<file path="src/rtl/vga_timing_pkg.sv">
// -----------------------------------------------------------------------------
// vga_timing_pkg
// Shared 640x480@60 timing constants and derived totals, plus the lock state
// encoding used by the receive-side sync monitor. The VGA controller imports
// the same package so generator and monitor agree on one set of numbers.
// -----------------------------------------------------------------------------
package vga_timing_pkg;

  localparam int H_ACTIVE    = 640;
  localparam int H_FP        = 16;
  localparam int H_SYNC      = 96;
  localparam int H_BP        = 48;
  localparam int V_ACTIVE    = 480;
  localparam int V_FP        = 10;
  localparam int V_SYNC      = 2;
  localparam int V_BP        = 33;
  localparam int LOCK_FRAMES = 2;

  localparam int H_TOTAL = H_ACTIVE + H_FP + H_SYNC + H_BP;  // 800
  localparam int V_TOTAL = V_ACTIVE + V_FP + V_SYNC + V_BP;  // 525
  localparam int HS_POS  = H_ACTIVE + H_FP;                  // 656
  localparam int VS_POS  = V_ACTIVE + V_FP;                  // 490

  typedef enum logic [1:0] {
    HUNT   = 2'd0,
    ALIGN  = 2'd1,
    LOCKED = 2'd2
  } mon_state_t;

endpackage

</file>
<file path="src/rtl/vga_edge_detect.sv">
// -----------------------------------------------------------------------------
// vga_edge_detect
// Registers one active-low sync input, keeps a delayed copy and strobes on a
// high-to-low transition between the two.
//   clk  : pixel clock
//   rst  : synchronous active-high reset (both taps return to idle-high)
//   d    : raw sync input
//   fall : high for the one cycle in which the stage-1 sample is the first
//          low sample after a high one
// -----------------------------------------------------------------------------
module vga_edge_detect (
  input  logic clk,
  input  logic rst,
  input  logic d,
  output logic fall
);

  logic d_p1;
  logic d_p2;

  // Idle-high reset so a line that is already high never produces a strobe
  // straight out of reset.
  always_ff @(posedge clk) begin
    if (rst) begin
      d_p1 <= 1'b1;
      d_p2 <= 1'b1;
    end else begin
      d_p1 <= d;
      d_p2 <= d_p1;
    end
  end

  assign fall = d_p2 & ~d_p1;

endmodule

</file>
<file path="src/rtl/vga_sync_monitor.sv">
// -----------------------------------------------------------------------------
// vga_sync_monitor
// Receive-side VGA timing checker. Recovers pixel coordinates from the sync
// edges, verifies every line and frame against nominal timing, locks after
// LOCK_FRAMES clean frames and captures the colour at one probe pixel.
//   clk_25MHz, reset              : pixel clock, synchronous active-high reset
//   hsync, vsync                  : monitored active-low syncs
//   red, green, blue              : monitored colour (4 bits each)
//   probe_x, probe_y              : probe coordinate, static while locked
//   locked                        : timing verified
//   x, y                          : recovered coordinate of the stage-1 sample
//   active_video                  : visible-area flag, gated by locked
//   frame_start                   : pulse at (0,0) while locked
//   timing_err, err_count         : violation pulse and saturating count
//   probe_red/green/blue          : last captured probe colour
//   probe_valid                   : pulse when the probe colour updates
// -----------------------------------------------------------------------------
module vga_sync_monitor #(
  parameter int H_ACTIVE    = vga_timing_pkg::H_ACTIVE,
  parameter int H_FP        = vga_timing_pkg::H_FP,
  parameter int H_SYNC      = vga_timing_pkg::H_SYNC,
  parameter int H_BP        = vga_timing_pkg::H_BP,
  parameter int V_ACTIVE    = vga_timing_pkg::V_ACTIVE,
  parameter int V_FP        = vga_timing_pkg::V_FP,
  parameter int V_SYNC      = vga_timing_pkg::V_SYNC,
  parameter int V_BP        = vga_timing_pkg::V_BP,
  parameter int LOCK_FRAMES = vga_timing_pkg::LOCK_FRAMES
) (
  input  logic       clk_25MHz,
  input  logic       reset,
  input  logic       hsync,
  input  logic       vsync,
  input  logic [3:0] red,
  input  logic [3:0] green,
  input  logic [3:0] blue,
  input  logic [9:0] probe_x,
  input  logic [9:0] probe_y,
  output logic       locked,
  output logic [9:0] x,
  output logic [9:0] y,
  output logic       active_video,
  output logic       frame_start,
  output logic       timing_err,
  output logic [7:0] err_count,
  output logic [3:0] probe_red,
  output logic [3:0] probe_green,
  output logic [3:0] probe_blue,
  output logic       probe_valid
);

  import vga_timing_pkg::*;

  localparam int         H_TOT  = H_ACTIVE + H_FP + H_SYNC + H_BP;
  localparam int         V_TOT  = V_ACTIVE + V_FP + V_SYNC + V_BP;
  localparam logic [9:0] X_LAST = 10'(H_TOT - 1);
  localparam logic [9:0] Y_LAST = 10'(V_TOT - 1);
  localparam logic [9:0] HS_AT  = 10'(H_ACTIVE + H_FP);
  localparam logic [9:0] VS_AT  = 10'(V_ACTIVE + V_FP);
  localparam logic [9:0] X_ACT  = 10'(H_ACTIVE);
  localparam logic [9:0] Y_ACT  = 10'(V_ACTIVE);
  localparam logic [7:0] LOCK_N = 8'(LOCK_FRAMES);

  function automatic logic [7:0] sat_inc8(input logic [7:0] v);
    return (v == 8'hFF) ? v : v + 8'd1;
  endfunction

  logic       hs_fall, vs_fall;
  logic [3:0] red_p1, green_p1, blue_p1;

  mon_state_t state, state_nxt;
  logic [9:0] h_cnt, v_cnt;         // coordinate of the stage-1 sample
  logic       v_seen;               // vsync fall seen on the current VS line
  logic       bad_frame;            // violation since the last vsync fall
  logic [7:0] good_cnt, good_nxt;

  logic [9:0] cur_x, cur_y, nxt_x, nxt_y;
  logic       eol, h_viol, v_viol, viol;
  logic       v_seen_nxt, bad_nxt, lock_nxt, av_nxt, probe_hit;

  // ---- stage 1: input registers and falling-edge strobes ----
  vga_edge_detect u_hs_edge (
    .clk  (clk_25MHz),
    .rst  (reset),
    .d    (hsync),
    .fall (hs_fall)
  );

  vga_edge_detect u_vs_edge (
    .clk  (clk_25MHz),
    .rst  (reset),
    .d    (vsync),
    .fall (vs_fall)
  );

  always_ff @(posedge clk_25MHz) begin
    red_p1   <= red;
    green_p1 <= green;
    blue_p1  <= blue;
  end

  // A sync fall always defines the coordinate of the sample it lands on; in
  // HUNT that is the alignment itself, after a violation it is the realign,
  // and on a correct fall it changes nothing.
  always_comb begin
    cur_x = hs_fall ? HS_AT : h_cnt;
    cur_y = vs_fall ? VS_AT : v_cnt;
    eol   = (cur_x == X_LAST);
    nxt_x = eol ? 10'd0 : cur_x + 10'd1;
    nxt_y = cur_y;
    if (eol) begin
      nxt_y = (cur_y == Y_LAST) ? 10'd0 : cur_y + 10'd1;
    end

    h_viol = hs_fall ? (h_cnt != HS_AT) : (h_cnt == HS_AT);
    // A missing vsync is only declared on the last pixel of the VS line.
    v_viol = vs_fall ? (v_cnt != VS_AT)
                     : (eol && (cur_y == VS_AT) && !v_seen);
    viol   = (state != HUNT) && (h_viol || v_viol);

    v_seen_nxt = v_seen;
    if (vs_fall) begin
      v_seen_nxt = 1'b1;
    end else if (eol && (cur_y == VS_AT)) begin
      v_seen_nxt = 1'b0;
    end
    bad_nxt = vs_fall ? 1'b0 : (bad_frame | viol);
  end

  // Lock FSM: the violation check takes precedence over the lock threshold.
  always_comb begin
    state_nxt = state;
    good_nxt  = good_cnt;
    case (state)
      HUNT: begin
        if (vs_fall) begin
          state_nxt = ALIGN;
          good_nxt  = 8'd0;
        end
      end
      ALIGN: begin
        if (viol) begin
          good_nxt = 8'd0;
        end else if (vs_fall && !bad_frame) begin
          if (good_cnt + 8'd1 >= LOCK_N) begin
            state_nxt = LOCKED;
          end else begin
            good_nxt = good_cnt + 8'd1;
          end
        end
      end
      LOCKED: begin
        if (viol) begin
          state_nxt = HUNT;
        end
      end
      default: state_nxt = HUNT;
    endcase
  end

  always_comb begin
    lock_nxt  = (state_nxt == LOCKED);
    av_nxt    = lock_nxt && (cur_x < X_ACT) && (cur_y < Y_ACT);
    probe_hit = av_nxt && (cur_x == probe_x) && (cur_y == probe_y);
  end

  always_ff @(posedge clk_25MHz) begin
    if (reset) begin
      state     <= HUNT;
      h_cnt     <= 10'd0;
      v_cnt     <= 10'd0;
      v_seen    <= 1'b0;
      bad_frame <= 1'b0;
      good_cnt  <= 8'd0;
    end else begin
      state     <= state_nxt;
      h_cnt     <= nxt_x;
      v_cnt     <= nxt_y;
      v_seen    <= v_seen_nxt;
      bad_frame <= bad_nxt;
      good_cnt  <= good_nxt;
    end
  end

  // ---- stage 2: registered outputs ----
  always_ff @(posedge clk_25MHz) begin
    if (reset) begin
      locked       <= 1'b0;
      x            <= 10'd0;
      y            <= 10'd0;
      active_video <= 1'b0;
      frame_start  <= 1'b0;
      timing_err   <= 1'b0;
      err_count    <= 8'd0;
      probe_red    <= 4'd0;
      probe_green  <= 4'd0;
      probe_blue   <= 4'd0;
      probe_valid  <= 1'b0;
    end else begin
      locked       <= lock_nxt;
      x            <= cur_x;
      y            <= cur_y;
      active_video <= av_nxt;
      frame_start  <= lock_nxt && (cur_x == 10'd0) && (cur_y == 10'd0);
      timing_err   <= viol;
      if (viol) begin
        err_count <= sat_inc8(err_count);
      end
      probe_valid  <= probe_hit;
      if (probe_hit) begin
        probe_red   <= red_p1;
        probe_green <= green_p1;
        probe_blue  <= blue_p1;
      end
    end
  end

endmodule

</file>
<file path="config.mk">
export PLATFORM = sky130hd
export DESIGN_NAME = vga_sync_monitor
export DESIGN_NICKNAME = d
export VERILOG_FILES = /design/src/rtl/vga_timing_pkg.sv /design/src/rtl/vga_edge_detect.sv /design/src/rtl/vga_sync_monitor.sv
export SDC_FILE = /design/constraint.sdc
export NUM_CORES = 1
export LEC_CHECK = 0
export BUFFER_PORTS_ARGS = -buffer_cell sky130_fd_sc_hd__buf_2
export CORE_UTILIZATION = 50
export CTS_CLUSTER_SIZE = 10
export DETAILED_ROUTE_END_ITERATION = 10
export PLACE_DENSITY = 0.83
export RECOVER_POWER = 25
export SLEW_MARGIN = 20
export SYNTH_ARGS = -nofsm -noshare
export SYNTH_HDL_FRONTEND = slang
export SYNTH_SLANG_ARGS = --single-unit
</file>
<file path="constraint.sdc">
create_clock -name clk_25MHz -period 2.6 [get_ports clk_25MHz]
set_clock_uncertainty 0.1 [all_clocks]
set_input_delay 0.65 -clock clk_25MHz [delete_from_list [all_inputs] [get_ports clk_25MHz]]
set_output_delay 0.65 -clock clk_25MHz [all_outputs]
set_load 0.1 [all_outputs]
</file>
==> summary.txt, run 1 <==
Nets: 591
Pwr per Cell Area: 587 mW/mm²
Post-synth ARST share: 0
Clock transition at the registers of the reported paths: 0.09 ns
Startpoint Class: flip-flop
Remaining DRCs: 0
Rel. slew slack: 0.542
Final setup viols: 0
DPL Wire Length: 6.98 mm
Cts hold-fix bufs: 0
Max Cap Viol: 0
Routed Antenna Nets: 0
Clock root cell: clkbuf_8
I/O Pins: 81
Via density: 5.66
Input/output buffers: 80
Synth Warn #: 0
Drt first pass iters: 5
Initial Utilization: 0.530
Largest net degree at the start of global routing: 36
Final WL: 10.0 mm
CTS tree: built
Slew Viols, Final: 0
Number of flops mapped to enable cells by yosys: 0
Synth Instances: 465
CP Data Arrival Time: 2.66 ns
Synth unique cells: 58
Die Y: 93.4 µm
Pleak: 2.10 nW
Syn_nets: 509
Worst skew pair latency: 0.36 ns
Post-synth top area share: 0.445
Num rows: 32
Die ar.: 0.00873 mm²
Yosys reg bits: 93
Ys flop type: dfxtp_1
Max Freq: 0.398 GHz
Global Route Usage Sum: 0.238
Routability congestion estimate: 0.886
Synth area leaders: dfxtp_1 (45%), nor2_1 (5.4%), xnor2_1 (3.8%)
Avg Cell Area, Syn: 8.99 µm²
Yosys top cell by area: dfxtp_1
Post-route clock period utilization: 0.966
Num CTS Buffers: 9
Final hold viol count: 0
Vias in the first global route: 3509
Die width: 93.4 µm
Layout area overhead: 21.0%
Status: finished, final reports clean
Crit end category: flip-flop
Setup CP Type: flip-flop to flip-flop
Crit Path Max Fanout: 3
Initial antenna violation count: 0
GRT Residual Overflow: 0
Most instantiated cells after synthesis: dfxtp_1 (93), nor2_1 (60), a21oi_1 (30), xnor2_1 (18), nand2_1 (17)
Drt initial violations: 228
Worst slew pin tran: 0.687 ns
Minimum clock period: 2.51 ns
Vias: 3704
Setup WS pre-CTS: -0.0942 ns
WP data required: 2.75 ns
Max rail drop VDD: 0.436 mV
Fraction of layout cells with a size suffix above 1: 0.288
Worst setup margin: 0.0884 ns
Clock buffer depth: 2
Register area share after synthesis: 0.445
Post-Synthesis Cell Area: 0.00418 mm²
Hold Crit Class: primary input to flip-flop
Final Util: 0.641
H-tree levels: 3
# diodes: 0
WL/cell: 15.3 µm
Clock sink count: 93
Most common cell in the netlist: dfxtp_1
First-pass GRT wire length: 16.2 mm
Core area: 0.00789 mm²
report_power, final:
group          switching, W  internal (W)  leakage, nW  total (W)
combinational      0.000247      0.000128         1.23   0.000375
sequential        0.0000436       0.00147        0.761    0.00151
clock              0.000487      0.000595        0.110    0.00108
total              0.000777       0.00219         2.10    0.00297
logic make-up after synthesis:
| group | Yosys count | synth area share |
|---|---|---|
| compound gates | 84 | 0.135 |
| xor+xnor | 33 | 0.0691 |
| fa+ha+maj | 8 | 0.0239 |
| buf+inv | 49 | 0.0590 |
| flops | 93 | 0.445 |
| mux | 2 | 0.00479 |
| simple gates | 196 | 0.263 |
cell usage in the layout, fill, tap and decap left out, drive strengths merged, types with 12 or more instances in the layout:
cell	Yosys	layout
inv	15	15
nand3	12	12
dfxtp	93	93
buf	23	104
nor4	12	12
nor3	15	15
clkbuf	11	14
xor2	15	15
o21ai	17	17
nor2	60	60
or3b	13	13
nand2	18	18
nand4	14	14
and2	12	12
a21oi	31	31
xnor2	18	18
layout make-up:
cell class / instances / area (µm²)
fill: 607 / 2830
clock inverter: 3 / 67.6
sequential: 93 / 1870
clock buffer: 13 / 159
timing repair buffer: 105 / 592
tap: 102 / 128
multi-input combinational: 323 / 2180
inverter: 15 / 58.8
critical path: stages, from the launching register on:
cell,delay [ns]
dfxtp_4,0.38
nand2b_4,0.17
nand2_4,0.07
inv_4,0.07
ha_4,0.13
nand4_1,0.15
nor4_4,0.23
buf_4,0.17
nand4_1,0.18
nor4_4,0.39
a31oi_1,0.13
a22oi_1,0.19
nor2_1,0.06
metal layers:
metal | vias up | track usage | part of all wire
met1 | 1733 | 0.297 | 0.43
li1 | 1794 | - | -
met4 | 0 | 0.108 | 0.028
met2 | 153 | 0.403 | 0.48
met3 | 24 | 0.0374 | 0.064
met5 | - | 0 | 0
through the flow:
| step | hold slack [ns] | setup TNS [ns] | total power (W) | cells | instance area, µm² |
|---|---|---|---|---|---|
| global placement | 0.347 | -0.0113 | 0.00188 | 636 | 4700 |
| global route | 0.271 | -0.106 | 0.00308 | 654 | 5060 |
| detailed placement | 0.353 | -0.693 | 0.00189 | 636 | 4700 |
| floorplan | 0.332 | 0 | 0.00179 | 465 | 4190 |
| finish | 0.285 | 0 | 0.00297 | 654 | 5060 |
| CTS | 0.281 | 0 | 0.00295 | 652 | 4940 |
repair_timing:
action / in CTS / in global routing
endpoints found under the setup margin: 14 / 36
setup buffers: 0 / 2
pin swaps: 2 / 5
gates cloned: 0 / 0
resized for setup: 4 / 26
flip-flops by register name, indices dropped and copies added (netlist names), 2 cells and up:
| register | flops |
|---|---|
| h_cnt | 10 |
| v_cnt | 10 |
| x | 10 |
| y | 10 |
| err_count | 8 |
| good_cnt | 8 |
| blue_p1 | 4 |
| green_p1 | 4 |
| probe_blue | 4 |
| probe_green | 4 |
| probe_red | 4 |
| red_p1 | 4 |
| state | 2 |
worst paths after layout:
path,slack (ns),cells after the start,startpoint,end
worst max-delay path,0.09,12,u_hs_edge.d_p1$_SDFF_PP1_,v_cnt[9]$_SDFF_PP0_
worst min-delay path,0.29,1,green[3],green_p1[3]$_DFF_P_
worst max register to register,0.09,12,u_hs_edge.d_p1$_SDFF_PP1_,v_cnt[9]$_SDFF_PP0_
worst min register to register,0.39,1,u_hs_edge.d_p1$_SDFF_PP1_,u_hs_edge.d_p2$_SDFF_PP1_
Power figures use the tool's default switching activity.
==> run 2, diff against run 1 <==
--- a/config.mk
+++ b/config.mk
@@ -6,12 +6,14 @@
 export NUM_CORES = 1
 export LEC_CHECK = 0
 export BUFFER_PORTS_ARGS = -buffer_cell sky130_fd_sc_hd__buf_2
-export CORE_UTILIZATION = 50
+export CORE_UTILIZATION = 49
 export CTS_CLUSTER_SIZE = 10
 export DETAILED_ROUTE_END_ITERATION = 10
-export PLACE_DENSITY = 0.83
+export PLACE_DENSITY = 0.82
 export RECOVER_POWER = 25
+export SKIP_CTS_REPAIR_TIMING = 1
 export SLEW_MARGIN = 20
 export SYNTH_ARGS = -nofsm -noshare
 export SYNTH_HDL_FRONTEND = slang
+export SYNTH_HIERARCHICAL = 1
 export SYNTH_SLANG_ARGS = --single-unit
==> run 2 against run 1 <==
  * Critical path depth shrank 3
  * Largest cell class unchanged
  * Sequential power hardly changed
  * Critical path type unchanged
  * Count of clock-buffer cells in the layout shrank 4
  * Sequential share of layout area decreased by 0.72 points
==> summary.txt, run 2 <==
Clock sink count: 93 (unchanged)
Crit Path Max Fanout: 21 (was 3)
Final WL: 10.2 mm (was 10.0 mm)
Worst skew pair latency: 0.36 ns (about the same)
Synth Warn #: 6 (was 0)
Startpoint Class: flip-flop (unchanged)
CP Data Arrival Time: 2.72 ns (was 2.66 ns)
Post-synth ARST share: 0 (unchanged)
Clock transition at the registers of the reported paths: 0.10 ns (was 0.09 ns)
Layout area overhead: 25.0% (was 21.0%)
Max rail drop VDD: 0.254 mV (was 0.436 mV)
Family with the most delay on the worst path: simple AND/OR/NAND/NOR gates (unchanged)
Register area share after synthesis: 0.454 (was 0.445)
Routability congestion estimate: 0.905 (was 0.886)
WP data required: 2.78 ns (was 2.75 ns)
Nets: 600 (was 591)
Worst slew pin tran: 0.772 ns (was 0.687 ns)
CTS tree: built (unchanged)
Slew Viols, Final: 0 (unchanged)
Die Y: 93.5 µm (was 93.4 µm)
Syn_nets: 505 (was 509)
Most frequent cells in the layout: dfxtp_1 (92), buf_2 (79), nor2_1 (49), nand2_1 (45), buf_4 (29) (was dfxtp_1 (87), buf_2 (80), nor2_1 (59), a21oi_1 (30), buf_4 (22))
I/O Pins: 81 (unchanged)
Minimum clock period: 2.54 ns (was 2.51 ns)
Initial antenna violation count: 0 (unchanged)
Vias in the first global route: 3480 (was 3509)
Final setup viols: 0 (unchanged)
H-tree levels: 3 (unchanged)
Rel. slew slack: 0.485 (was 0.542)
Post-route clock period utilization: 0.976 (was 0.966)
Synth area leaders: dfxtp_1 (45%), nor2_1 (4.5%), nand2_1 (4.1%) (was dfxtp_1 (45%), nor2_1 (5.4%), xnor2_1 (3.8%))
Drt initial violations: 235 (was 228)
Final hold viol count: 0 (unchanged)
Vias: 3708 (was 3704)
Post-Synthesis Cell Area: 0.00411 mm² (was 0.00418 mm²)
First-pass GRT wire length: 16.1 mm (was 16.2 mm)
CP max-delay cell: or3_4 (was nor4_4)
Unrepaired setup endpoints after global routing: yes
Pleak: 2.19 nW (was 2.10 nW)
Global Route Usage Sum: 0.234 (was 0.238)
Overall Power: 0.00299 W (was 0.00297 W)
Routed Antenna Nets: 0 (unchanged)
GRT Residual Overflow: 0 (unchanged)
Crit end category: flip-flop (unchanged)
Crit-path cells: and2b_2 -> buf_4 -> o41ai_2 -> a31oi_1 -> or3_4 -> nor4_4 -> buf_4 -> buf_12 -> mux2i_1 (was nand2b_4 -> nand2_4 -> inv_4 -> ha_4 -> nand4_1 -> nor4_4 -> buf_4 -> nand4_1 -> nor4_4 -> a31oi_1 -> a22oi_1 -> nor2_1)
DPL Wire Length: 7.16 mm (was 6.98 mm)
Max Cap Viol: 0 (unchanged)
Synth Instances: 461 (was 465)
Yosys reg bits: 93 (unchanged)
Num rows: 33 (was 32)
Core area: 0.00818 mm² (was 0.00789 mm²)
CP most frequent cell: buf_4
Final Util: 0.628 (was 0.641)
Hold Crit Class: primary input to flip-flop (unchanged)
Status: finished, final reports clean (unchanged)
Pwr per Cell Area: 583 mW/mm² (was 587 mW/mm²)
Avg Cell Area, Syn: 8.90 µm² (was 8.99 µm²)
Num CTS Buffers: 9 (unchanged)
Largest net degree at the start of global routing: 29 (was 36)
Most instantiated cells after synthesis: dfxtp_1 (93), nor2_1 (49), nand2_1 (45), xnor2_1 (17) (was dfxtp_1 (93), nor2_1 (60), a21oi_1 (30), xnor2_1 (18), nand2_1 (17))
# diodes: 0 (unchanged)
Setup CP Type: flip-flop to flip-flop (unchanged)
Die width: 93.5 µm (was 93.4 µm)
Clock root cell: clkbuf_8 (unchanged)
Post-synth top area share: 0.454 (was 0.445)
Ys flop type: dfxtp_1 (unchanged)
Yosys top cell by area: dfxtp_1 (unchanged)
Most common cell in the netlist: dfxtp_1 (unchanged)
Synth unique cells: 59 (was 58)
Max incr delay on CP: 0.42 ns (was 0.39 ns)
Initial Utilization: 0.502 (was 0.530)
Clock buffer depth: 2 (unchanged)
WL/cell: 15.2 µm (was 15.3 µm)
Die ar.: 0.00875 mm² (was 0.00873 mm²)
Buffer and inverter count on the worst path: 3 (was 2)
Number of flops mapped to enable cells by yosys: 0 (unchanged)
Drt first pass iters: 5 (unchanged)
Remaining DRCs: 0 (unchanged)
Commonest non-fill, non-tap cell in the layout: dfxtp_1 (unchanged)
Via density: 5.57 (was 5.66)
Fraction of layout cells with a size suffix above 1: 0.276 (was 0.288)
Max Freq: 0.394 GHz (was 0.398 GHz)
Input/output buffers: 80 (unchanged)
==> run 2: routing by layer <==
metal / vias up / wire, µm / GRT usage
li1: 1793 / - / -
met1: 1773 / 4360 / 0.294
met2: 126 / 5040 / 0.390
met3: 16 / 576 / 0.0439
met4: 0 / 174 / 0.103
met5: - / 0 / 0
==> run 2: worst paths after layout <==
path / cells past startpoint / end / slack, ns / start
setup / recovery: 9 / probe_red[3]$_SDFFE_PP0P_ / 0.06 / u_hs_edge/d_p1$_SDFF_PP1_
hold / removal: 1 / blue_p1[0]$_DFF_P_ / 0.29 / blue[0]
setup reg to reg: 9 / probe_red[3]$_SDFFE_PP0P_ / 0.06 / u_hs_edge/d_p1$_SDFF_PP1_
hold reg to reg: 1 / u_vs_edge/d_p2$_SDFF_PP1_ / 0.34 / u_vs_edge/d_p1$_SDFF_PP1_
==> run 2: through the flow <==
step	hold WS (ns)	instances	cell area, µm²	TNS [ns]	worst slack [ns]
after floorplan	0.302	461	4160	-0.00890	-0.00890
after detailed placement	0.315	646	4790	-0.00975	-0.00975
after global placement	0.311	646	4790	0	0.131
after global routing	0.260	666	5130	-0.325	-0.0296
final	0.286	666	5130	0	0.0612
after CTS	0.270	662	5010	-0.0342	-0.0342
==> run 2: cell families (layout without fill, tap and decap cells) <==
kind of cell | count (synthesis) | in the layout | synth area share
buffers and inverters | 45 | 145 | 0.0454
and+or+nand+nor | 209 | 209 | 0.270
DFF | 93 | 93 | 0.454
AOI/OAI and AO/OA | 63 | 63 | 0.109
adders and majority gates | 8 | 8 | 0.0244
xor gates and xnor gates | 25 | 25 | 0.0533
muxes | 18 | 18 | 0.0445
==> run 2: cell type report <==
class                           count  area (µm²)
Inverter                           16        62.6
Fill cell                         667        3040
Clock buffer                        9         124
Tap cell                          105         131
Multi-Input combinational cell    323        2180
Clock inverter                      7         105
Timing Repair Buffer              113         669
Sequential cell                    93        1860
==> run 2: power by group <==
group / switching [W] / total (W) / internal, W
clock: 0.000543 / 0.00110 / 0.000559
sequential: 0.0000278 / 0.00149 / 0.00147
combinational: 0.000263 / 0.000398 / 0.000135
total: 0.000833 / 0.00299 / 0.00216
